[src/rtl/fetch_pc_ctrl_if.sv]
// Fetch-stage bus bundle: instruction memory port, branch predictor
// query/response, retire redirect and the instruction-buffer side.
interface fetch_pc_ctrl_if #(
    parameter int IDX_W = 4
);
    logic [31:0]      proc2Imem_addr;
    logic [63:0]      Imem2proc_data;
    logic             Imem_valid;

    logic             if_en_branch;
    logic             if_cond_branch;
    logic             if_direct_branch;
    logic [31:0]      if_pc_in;
    logic             next_pc_valid;
    logic [31:0]      next_pc;
    logic             next_pc_prediction;
    logic [IDX_W-1:0] next_pc_index;

    logic             rt_mispredict;
    logic [31:0]      rt_calculated_pc;

    logic             ib_ready;
    logic             if_valid;
    logic [31:0]      if_inst;
    logic [31:0]      if_pc;
    logic [31:0]      if_npc;
    logic             if_pred_taken;
    logic [IDX_W-1:0] if_branch_index;

    // Fetch controller side
    modport master (
        output proc2Imem_addr,
        input  Imem2proc_data, Imem_valid,
        output if_en_branch, if_cond_branch, if_direct_branch, if_pc_in,
        input  next_pc_valid, next_pc, next_pc_prediction, next_pc_index,
        input  rt_mispredict, rt_calculated_pc,
        input  ib_ready,
        output if_valid, if_inst, if_pc, if_npc, if_pred_taken, if_branch_index
    );

    // Environment side: memory, predictor, retire and buffer
    modport slave (
        input  proc2Imem_addr,
        output Imem2proc_data, Imem_valid,
        input  if_en_branch, if_cond_branch, if_direct_branch, if_pc_in,
        output next_pc_valid, next_pc, next_pc_prediction, next_pc_index,
        output rt_mispredict, rt_calculated_pc,
        output ib_ready,
        input  if_valid, if_inst, if_pc, if_npc, if_pred_taken, if_branch_index
    );
endinterface

[src/rtl/fetch_pc_ctrl.sv]
// Fetch-stage PC controller: fetches one word per cycle, predecodes branches,
// queries the branch predictor combinationally and registers each fetched
// instruction with its PC, predicted next PC and OBQ index.
module fetch_pc_ctrl #(
    parameter logic [31:0] RESET_PC = 32'h0,
    parameter int          IDX_W    = 4
) (
    input logic             clock,
    input logic             reset,
    fetch_pc_ctrl_if.master bus
);
    typedef enum logic [1:0] {FETCH, HOLD, REDIRECT} state_t;

    state_t           state;
    state_t           state_next;
    logic [31:0]      pc;
    logic [31:0]      pc_next;
    logic [31:0]      pc_plus4;
    logic [31:0]      target;
    logic [31:0]      inst;
    logic [5:0]       opcode;
    logic             is_branch;
    logic             is_direct;
    logic             is_cond;
    logic             fire;
    logic             taken;

    logic             out_valid;
    logic [31:0]      out_inst;
    logic [31:0]      out_pc;
    logic [31:0]      out_npc;
    logic             out_pred_taken;
    logic [IDX_W-1:0] out_index;

    assign inst   = pc[2] ? bus.Imem2proc_data[63:32] : bus.Imem2proc_data[31:0];
    assign opcode = inst[31:26];

    assign is_direct = (opcode[5:4] == 2'b11);
    assign is_branch = is_direct || (opcode == 6'h1A);
    assign is_cond   = is_direct && (opcode != 6'h30) && (opcode != 6'h34);

    assign fire = (state == FETCH) && bus.Imem_valid && !bus.rt_mispredict &&
                  (!out_valid || bus.ib_ready);

    assign taken    = is_branch && bus.next_pc_valid && (bus.next_pc_prediction || !is_cond);
    assign pc_plus4 = pc + 32'd4;
    assign target   = taken ? bus.next_pc : pc_plus4;

    assign bus.proc2Imem_addr   = {pc[31:3], 3'b000};
    assign bus.if_pc_in         = pc;
    assign bus.if_en_branch     = fire && is_branch;
    assign bus.if_cond_branch   = fire && is_branch && is_cond;
    assign bus.if_direct_branch = fire && is_branch && is_direct;

    assign bus.if_valid        = out_valid;
    assign bus.if_inst         = out_inst;
    assign bus.if_pc           = out_pc;
    assign bus.if_npc          = out_npc;
    assign bus.if_pred_taken   = out_pred_taken;
    assign bus.if_branch_index = out_index;

    // Next PC: retire redirect beats everything, a stalled fetch holds the PC
    always_comb begin
        pc_next = pc;
        if (bus.rt_mispredict) begin
            pc_next = bus.rt_calculated_pc;
        end else if (fire) begin
            pc_next = target;
        end
    end

    // Next state: a redirect always wins so a flush cancels any pending hold
    always_comb begin
        state_next = state;
        case (state)
            FETCH: begin
                if (bus.rt_mispredict) begin
                    state_next = REDIRECT;
                end else if (out_valid && !bus.ib_ready && bus.Imem_valid) begin
                    state_next = HOLD;
                end
            end
            HOLD: begin
                if (bus.rt_mispredict) begin
                    state_next = REDIRECT;
                end else if (bus.ib_ready) begin
                    state_next = FETCH;
                end
            end
            REDIRECT: begin
                if (!bus.rt_mispredict) begin
                    state_next = FETCH;
                end
            end
            default: state_next = FETCH;
        endcase
    end

    // PC and state registers
    always_ff @(posedge clock) begin
        if (reset) begin
            pc    <= RESET_PC;
            state <= FETCH;
        end else begin
            pc    <= pc_next;
            state <= state_next;
        end
    end

    // Output register toward the instruction buffer; held while the buffer stalls
    always_ff @(posedge clock) begin
        if (reset) begin
            out_valid      <= 1'b0;
            out_inst       <= 32'h0;
            out_pc         <= 32'h0;
            out_npc        <= 32'h0;
            out_pred_taken <= 1'b0;
            out_index      <= '0;
        end else if (bus.rt_mispredict) begin
            out_valid <= 1'b0;
        end else if (fire) begin
            out_valid      <= 1'b1;
            out_inst       <= inst;
            out_pc         <= pc;
            out_npc        <= target;
            out_pred_taken <= taken;
            out_index      <= is_branch ? bus.next_pc_index : '0;
        end else if (bus.ib_ready) begin
            out_valid <= 1'b0;
        end
    end
endmodule

[src/flat_wrapper.sv]
// flat-port wrapper written by rule: the top's interface ports become plain ports
module fetch_pc_ctrl_flat 
#(
    parameter logic [31:0] RESET_PC = 32'h0,
    parameter int          IDX_W    = 4
)
  (clock, reset, bus_proc2Imem_addr, bus_Imem2proc_data, bus_Imem_valid, bus_if_en_branch, bus_if_cond_branch, bus_if_direct_branch, bus_if_pc_in, bus_next_pc_valid, bus_next_pc, bus_next_pc_prediction, bus_next_pc_index, bus_rt_mispredict, bus_rt_calculated_pc, bus_ib_ready, bus_if_valid, bus_if_inst, bus_if_pc, bus_if_npc, bus_if_pred_taken, bus_if_branch_index);
  fetch_pc_ctrl_if #(.IDX_W(IDX_W)) bus_i ();
  input logic clock;
  input logic reset;
  output wire logic [$bits(bus_i.proc2Imem_addr)-1:0] bus_proc2Imem_addr;
  input wire logic [$bits(bus_i.Imem2proc_data)-1:0] bus_Imem2proc_data;
  input wire logic [$bits(bus_i.Imem_valid)-1:0] bus_Imem_valid;
  output wire logic [$bits(bus_i.if_en_branch)-1:0] bus_if_en_branch;
  output wire logic [$bits(bus_i.if_cond_branch)-1:0] bus_if_cond_branch;
  output wire logic [$bits(bus_i.if_direct_branch)-1:0] bus_if_direct_branch;
  output wire logic [$bits(bus_i.if_pc_in)-1:0] bus_if_pc_in;
  input wire logic [$bits(bus_i.next_pc_valid)-1:0] bus_next_pc_valid;
  input wire logic [$bits(bus_i.next_pc)-1:0] bus_next_pc;
  input wire logic [$bits(bus_i.next_pc_prediction)-1:0] bus_next_pc_prediction;
  input wire logic [$bits(bus_i.next_pc_index)-1:0] bus_next_pc_index;
  input wire logic [$bits(bus_i.rt_mispredict)-1:0] bus_rt_mispredict;
  input wire logic [$bits(bus_i.rt_calculated_pc)-1:0] bus_rt_calculated_pc;
  input wire logic [$bits(bus_i.ib_ready)-1:0] bus_ib_ready;
  output wire logic [$bits(bus_i.if_valid)-1:0] bus_if_valid;
  output wire logic [$bits(bus_i.if_inst)-1:0] bus_if_inst;
  output wire logic [$bits(bus_i.if_pc)-1:0] bus_if_pc;
  output wire logic [$bits(bus_i.if_npc)-1:0] bus_if_npc;
  output wire logic [$bits(bus_i.if_pred_taken)-1:0] bus_if_pred_taken;
  output wire logic [$bits(bus_i.if_branch_index)-1:0] bus_if_branch_index;
  assign bus_proc2Imem_addr = bus_i.proc2Imem_addr;
  assign bus_i.Imem2proc_data = bus_Imem2proc_data;
  assign bus_i.Imem_valid = bus_Imem_valid;
  assign bus_if_en_branch = bus_i.if_en_branch;
  assign bus_if_cond_branch = bus_i.if_cond_branch;
  assign bus_if_direct_branch = bus_i.if_direct_branch;
  assign bus_if_pc_in = bus_i.if_pc_in;
  assign bus_i.next_pc_valid = bus_next_pc_valid;
  assign bus_i.next_pc = bus_next_pc;
  assign bus_i.next_pc_prediction = bus_next_pc_prediction;
  assign bus_i.next_pc_index = bus_next_pc_index;
  assign bus_i.rt_mispredict = bus_rt_mispredict;
  assign bus_i.rt_calculated_pc = bus_rt_calculated_pc;
  assign bus_i.ib_ready = bus_ib_ready;
  assign bus_if_valid = bus_i.if_valid;
  assign bus_if_inst = bus_i.if_inst;
  assign bus_if_pc = bus_i.if_pc;
  assign bus_if_npc = bus_i.if_npc;
  assign bus_if_pred_taken = bus_i.if_pred_taken;
  assign bus_if_branch_index = bus_i.if_branch_index;
  fetch_pc_ctrl #(.RESET_PC(RESET_PC), .IDX_W(IDX_W)) u_core (.clock(clock), .reset(reset), .bus(bus_i));
endmodule
[config.mk]
export PLATFORM = sky130hd
export DESIGN_NAME = fetch_pc_ctrl_flat
export DESIGN_NICKNAME = d
export VERILOG_FILES = /design/src/rtl/fetch_pc_ctrl_if.sv /design/src/rtl/fetch_pc_ctrl.sv /design/src/flat_wrapper.sv
export SDC_FILE = /design/constraint.sdc
export NUM_CORES = 1
export LEC_CHECK = 0
export CELL_PAD_IN_SITES_DETAIL_PLACEMENT = 0
export CELL_PAD_IN_SITES_GLOBAL_PLACEMENT = 1
export CORE_MARGIN = 2
export CORE_UTILIZATION = 40
export DETAILED_ROUTE_END_ITERATION = 10
export DONT_BUFFER_PORTS = 1
export PLACE_DENSITY_LB_ADDON = 0.1
export SLEW_MARGIN = 20
export SYNTH_ARGS = -nofsm -noshare
export SYNTH_HDL_FRONTEND = slang
export SYNTH_SLANG_ARGS = --single-unit
[constraint.sdc]
create_clock -name clock -period 5.2 [get_ports clock]
set_input_delay 0.78 -clock clock [delete_from_list [all_inputs] [get_ports clock]]
set_output_delay 0.78 -clock clock [all_outputs]
set_load 0.05 [all_outputs]
# After elaboration in Yosys (flattened, before gate mapping)
# Cells that the tools add are included.
[word_totals]
register_bits = 136
out_inout_bits = 169
ram_bits = 0
latch_bits = 0
rom_bits = 0
memories = 0
elab_cells = 57
[op_classes]
magnitude_cmp = 0
eq_ne = 9
n_mul = 0
n_addsub = 1
shifts = 0
n_reduce_logical = 25
n_mux = 13
n_div = 0
n_bitwise = 1
[op_table]
columns = ["cell", "n"]
rows = [
  ["$mux W32", 4],
  ["$add A32 B3 Y32 const B", 1],
  ["$logic_and A1 B1 Y1", 12],
  ["$ne A6 B6 Y1 const B", 2],
  ["$mux W2", 5],
  ["$eq A6 B5 Y1 const B", 1],
  ["$ne A3 B3 Y1 const B", 2],
  ["$pmux W2 S3", 1],
  ["$eq A2 B2 Y1 const B", 2],
  ["$logic_not A1 Y1", 4],
  ["$mux W4", 1],
  ["$reduce_bool A2 Y1", 2],
  ["$logic_or A1 B1 Y1", 3],
  ["$reduce_and A3 Y1", 1],
  ["$eq A2 B1 Y1 const B", 1],
  ["$logic_not A2 Y1", 1],
  ["$mux W1", 2],
  ["$ne A2 B2 Y1 const B", 1],
  ["$reduce_and A2 Y1", 1],
  ["$reduce_or A2 Y1", 1],
  ["$not A1 Y1", 1],
]

# Depth between registers and ports, before layout
# Gate-level depths: netlist of run 1.
[logic_depth]
depth_word = 10
mapped_depth = 8

# Least setup slack after synthesis of run 1
# Ideal clock, no wire load.
[synth_path]
kind = "input-to-output"
startpoint = "in bus_ib_ready"
endpoint = "out bus_if_cond_branch"
path_slack_ps = 1872
cell_stages = 5
t_arrival_ps = 2548
n_path_buf = 2
path_cell_list = "nand2b_1 nand4_1 clkbuf_1 buf_1 nor3_1"
[synth_via]
elab_chain_len = 4
[synth_lines]
columns = ["item", "line", "source"]
rows = [
  ["start: declaration", "flat_wrapper.sv:24", "input wire logic [$bits(bus_i.ib_ready)-1:0] bus_ib_ready;"],
  ["$logic_or A1 B1 Y1", "fetch_pc_ctrl.sv:43", "(!out_valid || bus.ib_ready);"],
  ["$logic_and A1 B1 Y1", "fetch_pc_ctrl.sv:42", "assign fire = (state == FETCH) && bus.Imem_valid && !bus.rt_mispredict &&"],
  ["$logic_and A1 B1 Y1 (2 in a row)", "fetch_pc_ctrl.sv:52", "assign bus.if_cond_branch = fire && is_branch && is_cond;"],
  ["end: declaration", "flat_wrapper.sv:15", "output wire logic [$bits(bus_i.if_cond_branch)-1:0] bus_if_cond_branch;"],
]
# No other way between the ends.

# Final worst setup path of run 1
[layout_path]
startpoint = "reg u_core.pc[2] (netlist: u_core.bus.if_pc_in[2])"
endpoint = "out bus_if_direct_branch"
[layout_via]
elab_chain_len = 5
elab_cells_between_ends = 6
[layout_lines]
columns = ["item", "line", "source"]
rows = [
  ["start: declaration", "fetch_pc_ctrl.sv:16", "logic [31:0] pc;"],
  ["start signal: assignment", "fetch_pc_ctrl.sv:105", "pc <= pc_next;"],
  ["$mux W32 *", "fetch_pc_ctrl.sv:35", "assign inst = pc[2] ? bus.Imem2proc_data[63:32] : bus.Imem2proc_data[31:0];"],
  ["$eq A6 B5 Y1 / $eq A2 B2 Y1 (equally long branches)", "fetch_pc_ctrl.sv:39, fetch_pc_ctrl.sv:38", ""],
  ["$logic_or A1 B1 Y1", "fetch_pc_ctrl.sv:39", "assign is_branch = is_direct || (opcode == 6'h1A);"],
  ["$logic_and A1 B1 Y1", "fetch_pc_ctrl.sv:53", "assign bus.if_direct_branch = fire && is_branch && is_direct;"],
  ["$logic_and A1 B1 Y1 *", "fetch_pc_ctrl.sv:53", ""],
  ["end: declaration", "flat_wrapper.sv:16", "output wire logic [$bits(bus_i.if_direct_branch)-1:0] bus_if_direct_branch;"],
]
# Mark *: on every way between the ends. The rest lies on a longest branch, timed or not.

==> reports/qor.txt, run 1 <==
Status -> finished, final reports clean
# rows -> 46
Fin. max-slew vios -> 0
Die X -> 130.8 um
Post-DR vias/cell -> 5.814
RD Place Congestion -> 0.8106
Final core occ -> 44.95%
Later-pin clock latency in the skew report -> 0.43 ns
Worst R2R Start -> u_core.bus.if_pc_in[2]
GR Layer Usage met2 -> 38.54%
Synthesized cell area -> 6426 um2
Clock Tree Buf Depth -> 2
Die area -> 17,100 um2
Syn_area_per_cell -> 8.523 um2
Final period util -> 66.69%
Dpl cells -> 912
GRT Util Overall -> 23.27%
Final setup viols -> 0
Die Ht -> 130.8 um
CTS Sinks -> 136
Grt peak-use layer -> met2
Setup_tns -> 0 ns
Most used DFF post-synth -> dfxtp_1
Remaining antenna violation count -> 0
Hold Path Class -> in -> reg
Worst hold path cell count -> 1
Synth-to-Final Area Change -> 10.32%
Asr flop ratio synth -> 0%
Fin nets -> 855
Initial antenna violation count -> 0
Final non-filler cell total -> 944
1st-iter DRT viols -> 293
Wirelength, routed -> 20,370 um
Sequential-to-total area share from yosys stat -> 42.37%
Maximum achievable frequency -> 288.4 MHz
Normalized max-slew margin -> 23.69%
Yosys warns -> 0
I/O pin count -> 308
Met3 usage -> 8.143%
Unique cell type count in the Yosys netlist -> 57
Initial Util -> 40.75%
Worst setup margin -> 1.732 ns
Setup CP Type -> reg -> out
Post-CTS resize count -> 0
CTS tree -> done
Synth Instances -> 754
Static Leakage -> 2.582 nW
Vias in the first global route -> 5,268
Fin. Hold Viols -> 0
CTS buffer count -> 17
Via count -> 5,488
Worst Path Arrival -> 2.69 ns
Clock H-tree levels -> 4
Core area -> 15,770 um2
DR pass1 iterations -> 6
Met1 GRT Util -> 27.92%
Post-place setup slack -> 1.962 ns
Worst r2r path cells -> 7
RSZ-0062 raised after global routing -> no
FF+latch area -> 2725 um2
Overflow after GRT -> 0
Kind of end point of the critical path -> output port
Number of synthesized register bits -> 136
CTS root buffer -> clkbuf_16
Most common cell after layout, fill and taps aside -> dfxtp_1
Setup bufs post-CTS -> 0
CP max FO -> 39
CP required -> 4.42 ns
Worst IR drop on VDD -> 227.4 uV
P per Cell Area -> 405.1 nW/um2
Hold wc startpoint -> reset
Layout cells sized above 1 -> 11.13%
Clock Pin Slew Worst Setup and Hold Paths -> 0.06 ns
CP startpoint -> u_core.bus.if_pc_in[2]
DR WL/cell -> 21.58 um
Max Cap Violations -> 0
Hpwl dp -> 14,030 um
# fillers -> 1,574
Commonest non-fill, non-tap cells in the layout -> dfxtp_1, nand2_1, a21oi_1
Skew final -> 0.009991 ns
EDFF count, synth -> 0
Post-CTS Hold Buffers -> 0
Worst-Margin Slew -> 1.143 ns
IO buf count -> 0
Antenna cells -> 0
Final min period -> 3.468 ns
Pin count of the biggest net entering global routing -> 121
Drt drc -> 0
Crit path launch type -> register
Area occupied by multi-input gates -> 3228 um2
First-pass GRT wire length -> 29,920 um
==> critical path, stage by stage, from the launching register on <==
cell	delay [ns]
dfxtp_2	0.43
buf_4	0.60
a32oi_1	0.35
nor2_1	0.87
==> registers in the layout (all words and copies together), names as in the netlist <==
| signal | flops |
|---|---|
| u_core.bus.if_inst | 32 |
| u_core.bus.if_npc | 32 |
| u_core.bus.if_pc | 32 |
| u_core.bus.if_pc_in | 32 |
| u_core.bus.if_branch_index | 4 |
| u_core.state | 2 |
| u_core.bus.if_pred_taken | 1 |
| u_core.bus.if_valid | 1 |
==> metrics by stage <==
stage	hold WS, ns	cell area (um2)	total power [mW]
after floorplan	0.4227	6434	1.596
after CTS	0.4043	7086	2.897
final	0.4206	7089	2.872
after global placement	0.4438	6475	1.631
after detailed placement	0.4545	6475	1.638
after global routing	0.4017	7089	2.975
==> synth_stat cells, types with 5 or more instances <==
library cell / instances / share of area (%)
nand4_1: 13 / 1.3
a22oi_1: 9 / 1.1
nand3b_1: 11 / 1.3
o21ai_0: 16 / 1.2
dfxtp_1: 136 / 42
clkbuf_1: 45 / 2.6
a211oi_1: 43 / 5.0
o211ai_1: 10 / 1.2
o31ai_1: 5 / 0.58
buf_1: 5 / 0.29
xnor2_1: 15 / 2.0
a221oi_1: 5 / 0.68
nand3_1: 16 / 1.2
a21oi_1: 67 / 5.2
o21ai_1: 6 / 0.47
buf_4: 32 / 3.7
and3_1: 9 / 0.88
buf_2: 8 / 0.62
xor2_1: 11 / 1.5
inv_1: 7 / 0.41
o22ai_1: 10 / 0.97
and4_1: 5 / 0.68
or3_1: 5 / 0.49
nor2_1: 55 / 3.2
mux2i_1: 46 / 7.2
nor3_1: 14 / 1.1
nand2_1: 99 / 5.8
==> per-layer routing <==
metal / wire length (um) / vias up
met3: 1733 / 31
met2: 9931 / 248
li1: - / 2608
met4: 399 / 0
met5: 0 / -
met1: 8306 / 2601
==> power breakdown <==
part	leakage (nW)	internal (mW)	switching, mW
registers	1.11	1.09	0.182
clock network	0.293	0.769	0.490
logic	1.18	0.0987	0.239
==> worst paths after layout <==
check | slack (ns) | to
max | 1.73 | bus_if_direct_branch
min | 0.42 | u_core.bus.if_inst[0]
max reg2reg | 2.02 | u_core.bus.if_pc_in[22]
min reg2reg | 0.46 | u_core.state[1]
==> cells by family (layout without fill, tap and decap cells) <==
| logic type | count (synthesis) | after routing | synth area share (%) |
|---|---|---|---|
| simple gates | 251 | 251 | 19.00 |
| compound gates | 195 | 195 | 19.92 |
| flops | 136 | 136 | 42.37 |
| buf+inv | 98 | 70 | 7.749 |
| mux | 46 | 46 | 7.165 |
| xor+xnor | 26 | 26 | 3.544 |
| fa+ha+maj | 1 | 1 | 0.1947 |
| other cells | 1 | 3 | 0.05836 |
==> cell type report <==
cell class / count / share of cell area (%)
clock buffers: 18 / 6.195
clock inverters: 14 / 2.418
inverters: 8 / 0.4236
multi-input cells: 522 / 45.53
flip-flops and latches: 136 / 38.44
well taps: 216 / 3.812
repair buffers: 30 / 3.177
Power figures use the tool's default switching activity.
==> run 2, diff against run 1 <==
- clock period: 5.2 -> 3.25 ns (I/O delays scaled with it)
==> run 2 against run 1 <==
  * Worst setup slack worse by 1.2 ns
  * Register-to-register slack worse by 1.5 ns
  * Wire length down 1.2%
  * Critical endpoint is now u_core.bus.if_pc_in[30]
  * Largest cell class unchanged
  * Highest routed layer unchanged
==> reports/qor.txt, run 2 (same netlist as run 1, synthesis figures left out) <==
Status -> finished, final reports clean
Normalized max-slew margin -> 24.68% (+1.0 points)
DR WL/cell -> 21.09 um (-2.3%)
Pin count of the biggest net entering global routing -> 127 (+5.0%)
Worst setup margin -> 0.4890 ns (-1.243 ns)
RD Place Congestion -> 0.8385 (+3.4%)
Kind of end point of the critical path -> register
Clock Tree Buf Depth -> 2 (unchanged)
Static Leakage -> 2.683 nW (+3.9%)
Antenna cells -> 0 (unchanged)
Maximum achievable frequency -> 362.2 MHz
Worst-Margin Slew -> 1.128 ns (-0.01493 ns)
Clock Pin Slew Worst Setup and Hold Paths -> 0.06 ns (about the same)
Final period util -> 84.95%
Most common cell after layout, fill and taps aside -> dfxtp_1
Fin nets -> 865 (+1.2%)
# rows -> 46 (unchanged)
1st-iter DRT viols -> 270 (-7.8%)
Top delay family on crit path -> simple AND/OR/NAND/NOR gates
Worst Path Arrival -> 3.09 ns (+0.40 ns)
Synth-to-Final Area Change -> 13.36%
CP max FO -> 20 (-49%)
P per Cell Area -> 675.8 nW/um2 (+67%)
IO buf count -> 0 (unchanged)
Final setup viols -> 0 (unchanged)
Overflow after GRT -> 0 (unchanged)
CTS root buffer -> clkbuf_16
Setup_tns -> 0 ns (unchanged)
Core area -> 15,770 um2 (unchanged)
I/O pin count -> 308 (unchanged)
CTS tree -> done
CTS buffer count -> 17 (unchanged)
Later-pin clock latency in the skew report -> 0.42 ns (about the same)
First-pass GRT wire length -> 30,020 um (+0.32%)
Die Ht -> 130.8 um (unchanged)
Worst IR drop on VDD -> 330.2 uV (+45%)
Post-place setup slack -> 0.5369 ns (-1.425 ns)
Initial antenna violation count -> 0 (unchanged)
Die area -> 17,100 um2 (unchanged)
Via count -> 5,528 (+0.73%)
Crit-path slowest cell -> dfxtp_2
Post-DR vias/cell -> 5.795 (-0.33%)
Vias in the first global route -> 5,372 (+2.0%)
Skew final -> 0.005054 ns (-0.004936 ns)
Clock H-tree levels -> 4 (unchanged)
Drt drc -> 0 (unchanged)
Wirelength, routed -> 20,120 um (-1.2%)
Remaining antenna violation count -> 0 (unchanged)
CTS Sinks -> 136 (unchanged)
Commonest non-fill, non-tap cells in the layout -> dfxtp_1, nand2_1, a21oi_1
Max Cap Violations -> 0 (unchanged)
Crit path launch type -> register
Worst-path cell chain -> ha_1 -> nand3_1 -> nor3_4 -> nand3_2 -> or4_1 -> a311o_1 -> a221oi_2
Fin. max-slew vios -> 0 (unchanged)
Die X -> 130.8 um (unchanged)
Fin. Hold Viols -> 0 (unchanged)
Hpwl dp -> 13,980 um (-0.32%)
GRT Util Overall -> 23.06% (-0.22 points)
Final min period -> 2.761 ns
CP required -> 3.58 ns (-0.84 ns)
Post-CTS Hold Buffers -> 0 (unchanged)
Post-CTS resize count -> 0 (unchanged)
Hold Path Class -> in -> reg
Setup CP Type -> reg -> reg
Critical path's largest stage delay -> 0.58 ns (-0.29 ns)
RSZ-0062 raised after global routing -> no
DR pass1 iterations -> 5 (-1)
CP bufs+invs -> 0 (-1)
Layout cells sized above 1 -> 12.20% (+1.1 points)
Initial Util -> 40.75% (unchanged)
Setup bufs post-CTS -> 0 (unchanged)
==> run 2: cell types whose count changed in the layout (fill, tap and decap cells not counted) <==
cell,before,now
bufinv_16,3,7
dfxtp_1,134,135
buf_12,0,2
buf_4,30,38
clkinv_2,3,0
dfxtp_2,2,1
clkinv_4,2,1
==> run 2: per-stage QoR <==
stage | hold slack [ns] | cells | area, um2 | power, mW | util, %
floorplan | 0.4227 | 756 | 6434 | 2.553 | -
global placement | 0.4375 | 922 | 6575 | 2.628 | 41.69
detailed placement | 0.4475 | 922 | 6575 | 2.637 | 41.69
CTS | 0.1233 | 954 | 7282 | 4.959 | 46.18
global route | 0.1177 | 954 | 7284 | 5.092 | 46.19
finish | 0.1380 | 954 | 7284 | 4.923 | 46.19
==> run 2: worst register-to-register path: stages (launching register included) <==
cell,delay (ns)
dfxtp_2,0.58
ha_1,0.38
nand3_1,0.16
nor3_4,0.36
nand3_2,0.16
or4_1,0.42
a311o_1,0.39
a221oi_2,0.22
==> run 2: layout make-up <==
| cell class | instances | area [um2] |
|---|---|---|
| Clock buffer | 18 | 439.2 |
| Clock inverter | 14 | 267.8 |
| Fill cell | 1578 | 8486 |
| Inverter | 8 | 30.03 |
| Multi-Input combinational cell | 522 | 3228 |
| Sequential cell | 136 | 2724 |
| Tap cell | 216 | 270.3 |
| Timing Repair Buffer | 40 | 325.3 |
==> run 2: power by group <==
part | leakage, nW | switching [mW] | total (mW) | internal [mW]
combinational | 1.24 | 0.431 | 0.601 | 0.170
clock | 0.334 | 0.780 | 2.33 | 1.55
sequential | 1.11 | 0.248 | 2.00 | 1.75
total | 2.68 | 1.46 | 4.92 | 3.46
==> run 2: per-layer routing <==
layer | share of wire [%] | vias to the layer above | GRT usage (%)
met1 | 41 | 2631 | 28.63
li1 | - | 2624 | -
met4 | 1.0 | 0 | 6.446
met5 | 0 | - | 0
met2 | 49 | 260 | 38.63
met3 | 8.9 | 13 | 7.370
==> run 2: final timing paths <==
check	startpoint	end	slack, ns	cells after the start
setup / recovery	u_core.bus.if_pc_in[2]	u_core.bus.if_pc_in[30]	0.49	7
hold / removal	reset	u_core.bus.if_pc[0]	0.14	1
setup reg to reg	u_core.bus.if_pc_in[2]	u_core.bus.if_pc_in[30]	0.49	7
hold reg to reg	u_core.state[1]	u_core.state[0]	0.47	1
